**config.mk**
```make
export PLATFORM = sky130hd
export DESIGN_NAME = dpram_access_arbiter
export DESIGN_NICKNAME = d
export VERILOG_FILES = /design/src/rtl/dpram_access_arbiter.sv
export SDC_FILE = /design/constraint.sdc
export NUM_CORES = 1
export LEC_CHECK = 0
export ABC_CLOCK_PERIOD_IN_PS = 13690
export CAP_MARGIN = 15
export CORE_MARGIN = 3
export CORE_UTILIZATION = 40
export CTS_BUF_LIST = sky130_fd_sc_hd__clkbuf_8
export CTS_CLUSTER_SIZE = 40
export DETAILED_ROUTE_END_ITERATION = 10
export PLACE_DENSITY = 0.75
export SYNTH_ARGS = -nofsm -noshare
export SYNTH_HDL_FRONTEND = slang
export SYNTH_SLANG_ARGS = --single-unit
export TNS_END_PERCENT = 5
```
**constraint.sdc**
```tcl
create_clock -name clk -period 13.69 [get_ports clk]
set_clock_uncertainty 0.1 [all_clocks]
set_input_delay 2.738 -clock clk [delete_from_list [all_inputs] [get_ports clk]]
set_output_delay 2.738 -clock clk [all_outputs]
set_load 0.05 [all_outputs]
```
**src/rtl/dpram_access_arbiter.sv**
```systemverilog
// rtl/dpram_access_arbiter.sv - round-robin sharing of a dual-port RAM between NUM_REQ requesters
//
// Purpose: grants up to two single-beat transactions per cycle (one per RAM
// port), settles same-address write/write conflicts in favour of port A,
// rejects out-of-range addresses, registers every RAM-side signal and returns
// read data two cycles after acceptance with a per-requester strobe.
//
// Ports:
//   clk, reset_n          single clock, synchronous active-low reset
//   req_i/we_i            per-requester request and direction (1 = write)
//   addr_i/wdata_i        per-requester address/write data, 8 bits each
//   gnt_o                 combinational grant; accepted where req_i & gnt_o
//   rvalid_o/rdata_o      read-data strobe and data (data holds between strobes)
//   err_o                 one-cycle pulse for an accepted out-of-range address
//   ram_*_a/ram_*_b       registered RAM controls, RAM read data inputs
//   coll_cnt_o            saturating write/write conflict counter, present
//                         only when ARB_COLLISION_CNT_EN is defined
module dpram_access_arbiter #(
  parameter int NUM_REQ = 4,
  parameter int DEPTH   = 8
) (
  input  logic                 clk,
  input  logic                 reset_n,
  input  logic [NUM_REQ-1:0]   req_i,
  input  logic [NUM_REQ-1:0]   we_i,
  input  logic [8*NUM_REQ-1:0] addr_i,
  input  logic [8*NUM_REQ-1:0] wdata_i,
  output logic [NUM_REQ-1:0]   gnt_o,
  output logic [NUM_REQ-1:0]   rvalid_o,
  output logic [8*NUM_REQ-1:0] rdata_o,
  output logic [NUM_REQ-1:0]   err_o,
  output logic                 ram_we_a,
  output logic                 ram_we_b,
  output logic [7:0]           ram_addr_a,
  output logic [7:0]           ram_addr_b,
  output logic [7:0]           ram_din_a,
  output logic [7:0]           ram_din_b,
  input  logic [7:0]           ram_dout_a,
  input  logic [7:0]           ram_dout_b
`ifdef ARB_COLLISION_CNT_EN
  ,
  output logic [15:0]          coll_cnt_o
`endif
);

  localparam int            PW      = (NUM_REQ > 1) ? $clog2(NUM_REQ) : 1;
  localparam logic [8:0]    DEPTH_V = 9'(DEPTH);
  localparam logic [PW-1:0] LAST    = PW'(NUM_REQ - 1);

  logic [NUM_REQ-1:0][7:0] addr_v;
  logic [NUM_REQ-1:0][7:0] wdata_v;
  logic [NUM_REQ-1:0][7:0] rdata_v;
  logic [NUM_REQ-1:0][7:0] rdata_q;

  assign addr_v  = addr_i;
  assign wdata_v = wdata_i;
  assign rdata_o = rdata_v;

  logic [PW-1:0]      rr_ptr;
  logic [PW-1:0]      sel_a;
  logic [PW-1:0]      sel_b;
  logic [PW-1:0]      idx;
  logic               sel_a_vld;
  logic               sel_b_vld;
  logic               conflict;
  logic [NUM_REQ-1:0] rd_tag;   // read accepted last edge, RAM samples next edge
  logic [NUM_REQ-1:0] rd_port;  // 1 = that read went out on port B
  logic [NUM_REQ-1:0] rport_q;  // port of the read being returned now

  function automatic logic in_range(input logic [7:0] a);
    return {1'b0, a} < DEPTH_V;
  endfunction

  function automatic logic [PW-1:0] wrap_inc(input logic [PW-1:0] s);
    return (s == LAST) ? '0 : s + 1'b1;
  endfunction

  // Scan from rr_ptr: first pending requester takes port A; later pending
  // requesters are offered port B unless they write the same in-range address
  // as the port A write, in which case they wait and the scan moves on.
  always_comb begin : arbitrate
    sel_a_vld = 1'b0;
    sel_b_vld = 1'b0;
    sel_a     = '0;
    sel_b     = '0;
    conflict  = 1'b0;
    gnt_o     = '0;
    idx       = rr_ptr;
    for (int i = 0; i < NUM_REQ; i++) begin
      if (req_i[idx]) begin
        if (!sel_a_vld) begin
          sel_a_vld = 1'b1;
          sel_a     = idx;
        end else if (!sel_b_vld) begin
          if (we_i[sel_a] && we_i[idx] && (addr_v[sel_a] == addr_v[idx]) &&
              in_range(addr_v[idx])) begin
            conflict = 1'b1;
          end else begin
            sel_b_vld = 1'b1;
            sel_b     = idx;
          end
        end
      end
      idx = wrap_inc(idx);
    end
    if (sel_a_vld) gnt_o[sel_a] = 1'b1;
    if (sel_b_vld) gnt_o[sel_b] = 1'b1;
  end

  // During the strobe cycle data comes straight from the RAM; afterwards the
  // captured copy is presented so rdata_o holds between strobes.
  always_comb begin : read_mux
    rdata_v = rdata_q;
    for (int k = 0; k < NUM_REQ; k++) begin
      if (rvalid_o[k]) rdata_v[k] = rport_q[k] ? ram_dout_b : ram_dout_a;
    end
  end

  always_ff @(posedge clk) begin
    if (!reset_n) begin
      rr_ptr     <= '0;
      ram_we_a   <= 1'b0;
      ram_we_b   <= 1'b0;
      ram_addr_a <= '0;
      ram_addr_b <= '0;
      ram_din_a  <= '0;
      ram_din_b  <= '0;
      rd_tag     <= '0;
      rd_port    <= '0;
      rport_q    <= '0;
      rvalid_o   <= '0;
      err_o      <= '0;
      rdata_q    <= '0;
`ifdef ARB_COLLISION_CNT_EN
      coll_cnt_o <= '0;
`endif
    end else begin
      ram_we_a <= 1'b0;
      ram_we_b <= 1'b0;
      err_o    <= '0;
      rd_tag   <= '0;

      if (sel_a_vld) begin
        if (in_range(addr_v[sel_a])) begin
          ram_we_a       <= we_i[sel_a];
          ram_addr_a     <= addr_v[sel_a];
          ram_din_a      <= wdata_v[sel_a];
          rd_tag[sel_a]  <= ~we_i[sel_a];
          rd_port[sel_a] <= 1'b0;
        end else begin
          ram_addr_a   <= '0;
          err_o[sel_a] <= 1'b1;
        end
      end

      if (sel_b_vld) begin
        if (in_range(addr_v[sel_b])) begin
          ram_we_b       <= we_i[sel_b];
          ram_addr_b     <= addr_v[sel_b];
          ram_din_b      <= wdata_v[sel_b];
          rd_tag[sel_b]  <= ~we_i[sel_b];
          rd_port[sel_b] <= 1'b1;
        end else begin
          ram_addr_b   <= '0;
          err_o[sel_b] <= 1'b1;
        end
      end

      // Port B, when granted, always lies later in scan order than port A.
      if (sel_b_vld)      rr_ptr <= wrap_inc(sel_b);
      else if (sel_a_vld) rr_ptr <= wrap_inc(sel_a);

      rvalid_o <= rd_tag;
      rport_q  <= rd_port;
      rdata_q  <= rdata_v;

`ifdef ARB_COLLISION_CNT_EN
      if (conflict && (coll_cnt_o != 16'hFFFF)) coll_cnt_o <= coll_cnt_o + 16'd1;
`endif
    end
  end

endmodule

```
After elaboration in Yosys (flattened, before gate mapping)
Cells that the tools add are included.
Word-level totals
  flip-flop bits (word level): 88
  bits in latches: 0
  memory bits (writable): 0
  bits in read-only memories: 0
  logic and storage cells: 185
  memories: 0
Operators by class
  add/subtract/negate cells: 5
  multipliers: 0
  div/mod/pow operators: 0
  magnitude comparators: 16
  equality and inequality tests: 8
  shift-type cells: 0
  mux-type cells: 116
  bitwise logic cells: 8
  reductions and logical operators: 16
Operators with widths (count)
  $bmux W8 S2: 10
  $mux W8: 20
  $mux W4: 17
  $mux W2: 25
  $lt A8 B4 Y1 const B: 5
  $mux W1: 29
  $lt A2 B3 Y1 const B: 9
  $bmux W1 S2: 12
  $eq A8 B8 Y1: 3
  $or A4 B4 Y4: 3
  $logic_and A1 B1 Y1: 11
  $add A2 B1 Y2 const B: 5
  $eq A2 B2 Y1 const B: 5
  $and A4 B4 Y4: 2
  $reduce_and A3 Y1: 2
  $bwmux W4: 1
  $demux W1 S2: 2
  $ge A2 B1 Y1 const B: 2
  $not A4 Y4: 1
  $reduce_and A2 Y1: 2
  $not A1 Y1: 2
  $reduce_bool A2 Y1: 1

Depth between registers and ports, before layout
  depth in word-level cells: 26
  mapped depth: 21

Worst setup path after synthesis
OpenSTA, ideal clock, no wires.
  kind: in2out
  start point: input port req_i[0]
  end point: output port gnt_o[0]
  arrival time: 6697 ps
  setup slack: 4155 ps
  cell stages on the path: 18
  cells stage by stage: buf_2 nand2b_1 mux4_2 o21ai_2 and2_1 buf_6 mux4_2 xor2_1 nor3b_2 nor4b_4 or2_4 o311ai_4 inv_2 buf_2 ha_1 nor2b_1 inv_1 o21ai_0
On the way
  word-level cells in the longest chain between the ends: 25
  elaborated cells on any way between the ends: 78
Ends and longest elaborated chain
  start, declared: RTL line 24  | input logic [NUM_REQ-1:0] req_i,
  $bmux W1 S2: RTL line 90  | if (req_i[idx]) begin
  $mux W1 (implied by the code): RTL line 90
  $mux W2: RTL line 90
  $bmux W8 S2 or $bmux W1 S2 (tied branches): RTL line 95  | if (we_i[sel_a] && we_i[idx] && (addr_v[sel_a] == addr_v[idx]) &&
  $mux W8 (implied by the code) or $mux W1 (tied branches): RTL line 95
  $eq A8 B8 Y1 or $logic_and A1 B1 Y1 (tied branches): RTL line 95
  $logic_and A1 B1 Y1 (2 in a row): RTL line 95
  $mux W2: RTL line 95
  [... 8 more ...]
  $mux W2: RTL line 91  | if (!sel_a_vld) begin
  $mux W2: RTL line 90
  $lt A2 B3 Y1 (implied by the code) or $ge A2 B1 Y1 (tied branches): RTL line 107  | if (sel_b_vld) gnt_o[sel_b] = 1'b1;
  $logic_and A1 B1 Y1 (implied by the code): RTL line 107
  $mux W1 (implied by the code): RTL line 107
  $demux W1 S2: RTL line 107
  $or A4 B4 Y4 (no source line)
  $mux W4 (*): RTL line 107
  end, declared: RTL line 28  | output logic [NUM_REQ-1:0] gnt_o,
Mark *: on every way between the ends. The rest lies on a longest branch, timed or not. The select of a mux whose other input is x is not followed.

Final worst setup path
  start point: input port req_i[3]
  end point: output port gnt_o[1]
Same word-level chain as after synthesis.

==> summary.md <==
| Metric | Value |
|---|---|
| Die height | around 140 um |
| Min-Delay Startpoint | rd_tag[2] |
| Setup tns final | 0 ps |
| Post-synthesis cell type count | between 70 and 80 |
| Residual DRC count | 0 |
| Initial DRC count | about 510 |
| Total track usage | 21.9% |
| Most frequently used flop master after synthesis | dfxtp_1 |
| Syn. warnings | 0 |
| Slew HR | 28.8% |
| Leak Pwr | ~3.4 nW |
| Post-layout total power | 0.00206 W |
| Routed len/inst | roughly 18 um |
| Startpoint Class | input port |
| Peak Freq | ~0.09 GHz |
| Async set-reset flop share out of synthesis | 0% |
| Pre-antenna DRT Iters | 5 |
| Initial core utilization | 41.4% |
| Fin nets | 1028 |
| Largest buffer count on any clock path | 2 |
| Die X-Extent | 138 um |
| GRT overflow | 0 |
| Post_cts resized | 0 |
| Largest net degree at the start of global routing | 85 |
| Status | finished, final reports clean |
| PortBufs | approximately 170 |
| Sequential-to-total area share from yosys stat | between 20% and 30% |
| RSZ-0062 raised after global routing | false |
| Latest clock arrival within the worst-skew pair | between 300 and 400 ps |
| Setup crit start | req_i[3] |
| Worst-path clk slew | about 90 ps |
| Initial antenna violation count | 0 |
| Num Clock Sinks | 88 |
| DR vias/cell | about 5.7 |
| # hold bufs at CTS | 0 |
| Final Routed Wirelength | ~21 mm |
| Final GP Congestion | about 0.98 |
| Setup-failing EPs final | 0 |
| Root Buffer | clkbuf_8 |
| ANT cells | 0 |
| Most common cell after layout, fill and taps aside | clkdlybuf4s50_1 |
| # rows | 47 |
| Period utilization | 82.9% |
| # fillers | between 1500 and 2000 |
| Hpwl dp | approximately 16 mm |
| Number of synthesized flops with an enable pin | 0 |
| WHS | between 300 and 400 ps |
| Endpoints failing hold | 0 |
| Worst Path Max Fanout | 18 |
| I/O pin count | 168 |
| Syn Inst Count | 804 |
| Commonest cells after routing, fill and taps aside | clkdlybuf4s50_1, mux2i_1, dfxtp_1, nor2_1, a21oi_1 |
| Area overhead of the layout relative to synthesis | 27.8% |
| CORE AREA | about 17000 um^2 |
| Synth Area per Inst | just under 9 um^2 |
| R2r startpoint | rr_ptr[0] |
| Max Cap Viol | 0 |
| H-tree levels | 3 |
| Crit path DAT | ~8500 ps |
| Crit end category | primary output |
| Die area | 19000 um^2 |
| Final Max Tran Viols | 0 |
| CP Class | in -> out |
| CP required | between 10000 and 15000 ps |
| Setup Fix Bufs, Post-CTS | 0 |
| Num CTS Buffers | 9 |
| Pwr Density | ~230 nW/um^2 |
| Fraction of layout cells with a size suffix above 1 | a little under a tenth |
| Synth Cell Area | 6960 um^2 |
| Fin crit period | 11350 ps |
| Slew @ Worst Pin | between 1000 and 1500 ps |
| Peak VDD IR | about 0.15 mV |
| Syn Nets | about 900 |
| Number of synthesized register bits | 88 |
| Antenna viol nets, final | 0 |
| First-pass GRT wire length | 33.3 mm |
| Hold Crit Class | reg -> reg |
| Vias in the first global route | 6299 |
| Via count | ~6600 |
| Clock tree from TritonCTS | built |
-- metal layers --
layer  part of all wire [%]  global-route usage (%)
met1                     44                    30.8
met2                     45                    33.8
met3                    8.9                    4.46
met4                    2.2                    6.70
met5                      0                       0
-- sequential cells by signal, summed over array words and instances, names as in the netlist --
register	cells
rdata_q	32
ram_addr_a	8
ram_addr_b	8
ram_din_a	8
ram_din_b	8
err_o	4
rd_port	4
rd_tag	4
rport_q	4
rvalid_o	4
rr_ptr	2
ram_we_a	1
ram_we_b	1
-- final timing paths --
check                     end  slack (ps)  cells after the start
hold / removal    rvalid_o[2]         340                      1
hold reg to reg   rvalid_o[2]         340                      1
setup reg to reg    rd_tag[1]        7650                     17
setup / recovery     gnt_o[1]        2340                     17
-- cell usage after synthesis (all sizes together) (3+ instances only) --
master	count	share of area (%)
a211oi	24	2.6
a21boi	9	0.97
a21o	3	0.32
a21oi	55	4.0
a2bb2oi	5	0.63
a31oi	3	0.27
a32oi	5	0.74
and2	43	3.9
and3	16	1.4
buf	23	2.1
clkbuf	40	2.2
dfxtp	88	25
ha	9	1.6
inv	19	1.0
mux2	13	2.2
mux2i	138	20
mux4	19	6.1
nand2	48	2.6
nand2b	10	0.90
nand3	25	1.9
nand4	5	0.45
nor2	59	3.3
nor2b	37	3.3
nor3	11	0.79
nor3b	3	0.47
nor4	5	0.45
o211ai	3	0.32
o21ai	29	2.1
o22ai	4	0.56
o311ai	4	0.75
o31ai	3	0.40
or2	4	0.40
or4	3	0.32
xnor2	7	0.88
xor2	7	0.88
-- final cells by class --
type,count,area [um^2],share of cell area (%)
multi-input combinational,634,4850,54.5
clock buffer,9,124,1.39
clock inverter,7,72.6,0.815
timing repair buffer,177,1740,19.6
sequential,88,1760,19.8
inverter,19,71.3,0.801
tap,220,275,3.09
-- power by group --
part / internal, W / switching [W] / total, W
Sequential: 0.000293 / 0.0000189 / 0.000311
Combinational: 0.000622 / 0.000954 / 0.00158
Clock: 0.0000713 / 0.000106 / 0.000177
Total: 0.000985 / 0.00108 / 0.00206
-- cell families (layout without fill, tap and decap cells) --
kind of cell,after synthesis,count (layout),share of synthesized area (%)
simple gates,277,277,21.4
mux,170,170,28.6
compound gates,164,164,16.1
flops,88,88,25.3
buf+inv,82,212,5.25
xor+xnor,14,14,1.76
fa+ha+maj,9,9,1.62
-- critical path, cell delays in order --
cell             delay (ps)
clkdlybuf4s50_1         760
mux2_4                  480
a32oi_2                 850
o21ai_2                 210
and2_1                  290
mux4_2                  460
xor2_1                  180
nor3b_2                  60
nor4b_4                 130
or2_4                   250
o311ai_4                420
inv_2                   300
ha_1                    280
nor2b_1                 140
inv_1                   120
o21ai_0                 100
clkdlybuf4s50_1         750
-- stage by stage --
stage               instances  instance area [um^2]  util, %  setup slack, ps
floorplan                 804                  6960        -             4160
global placement         1138                  8700     51.8             2480
detailed placement       1138                  8700     51.8             2420
CTS                      1154                  8900     52.9             2420
global route             1154                  8900     52.9             1910
finish                   1154                  8900     52.9             2340
Note: power is estimated with default switching activity, not from simulation.
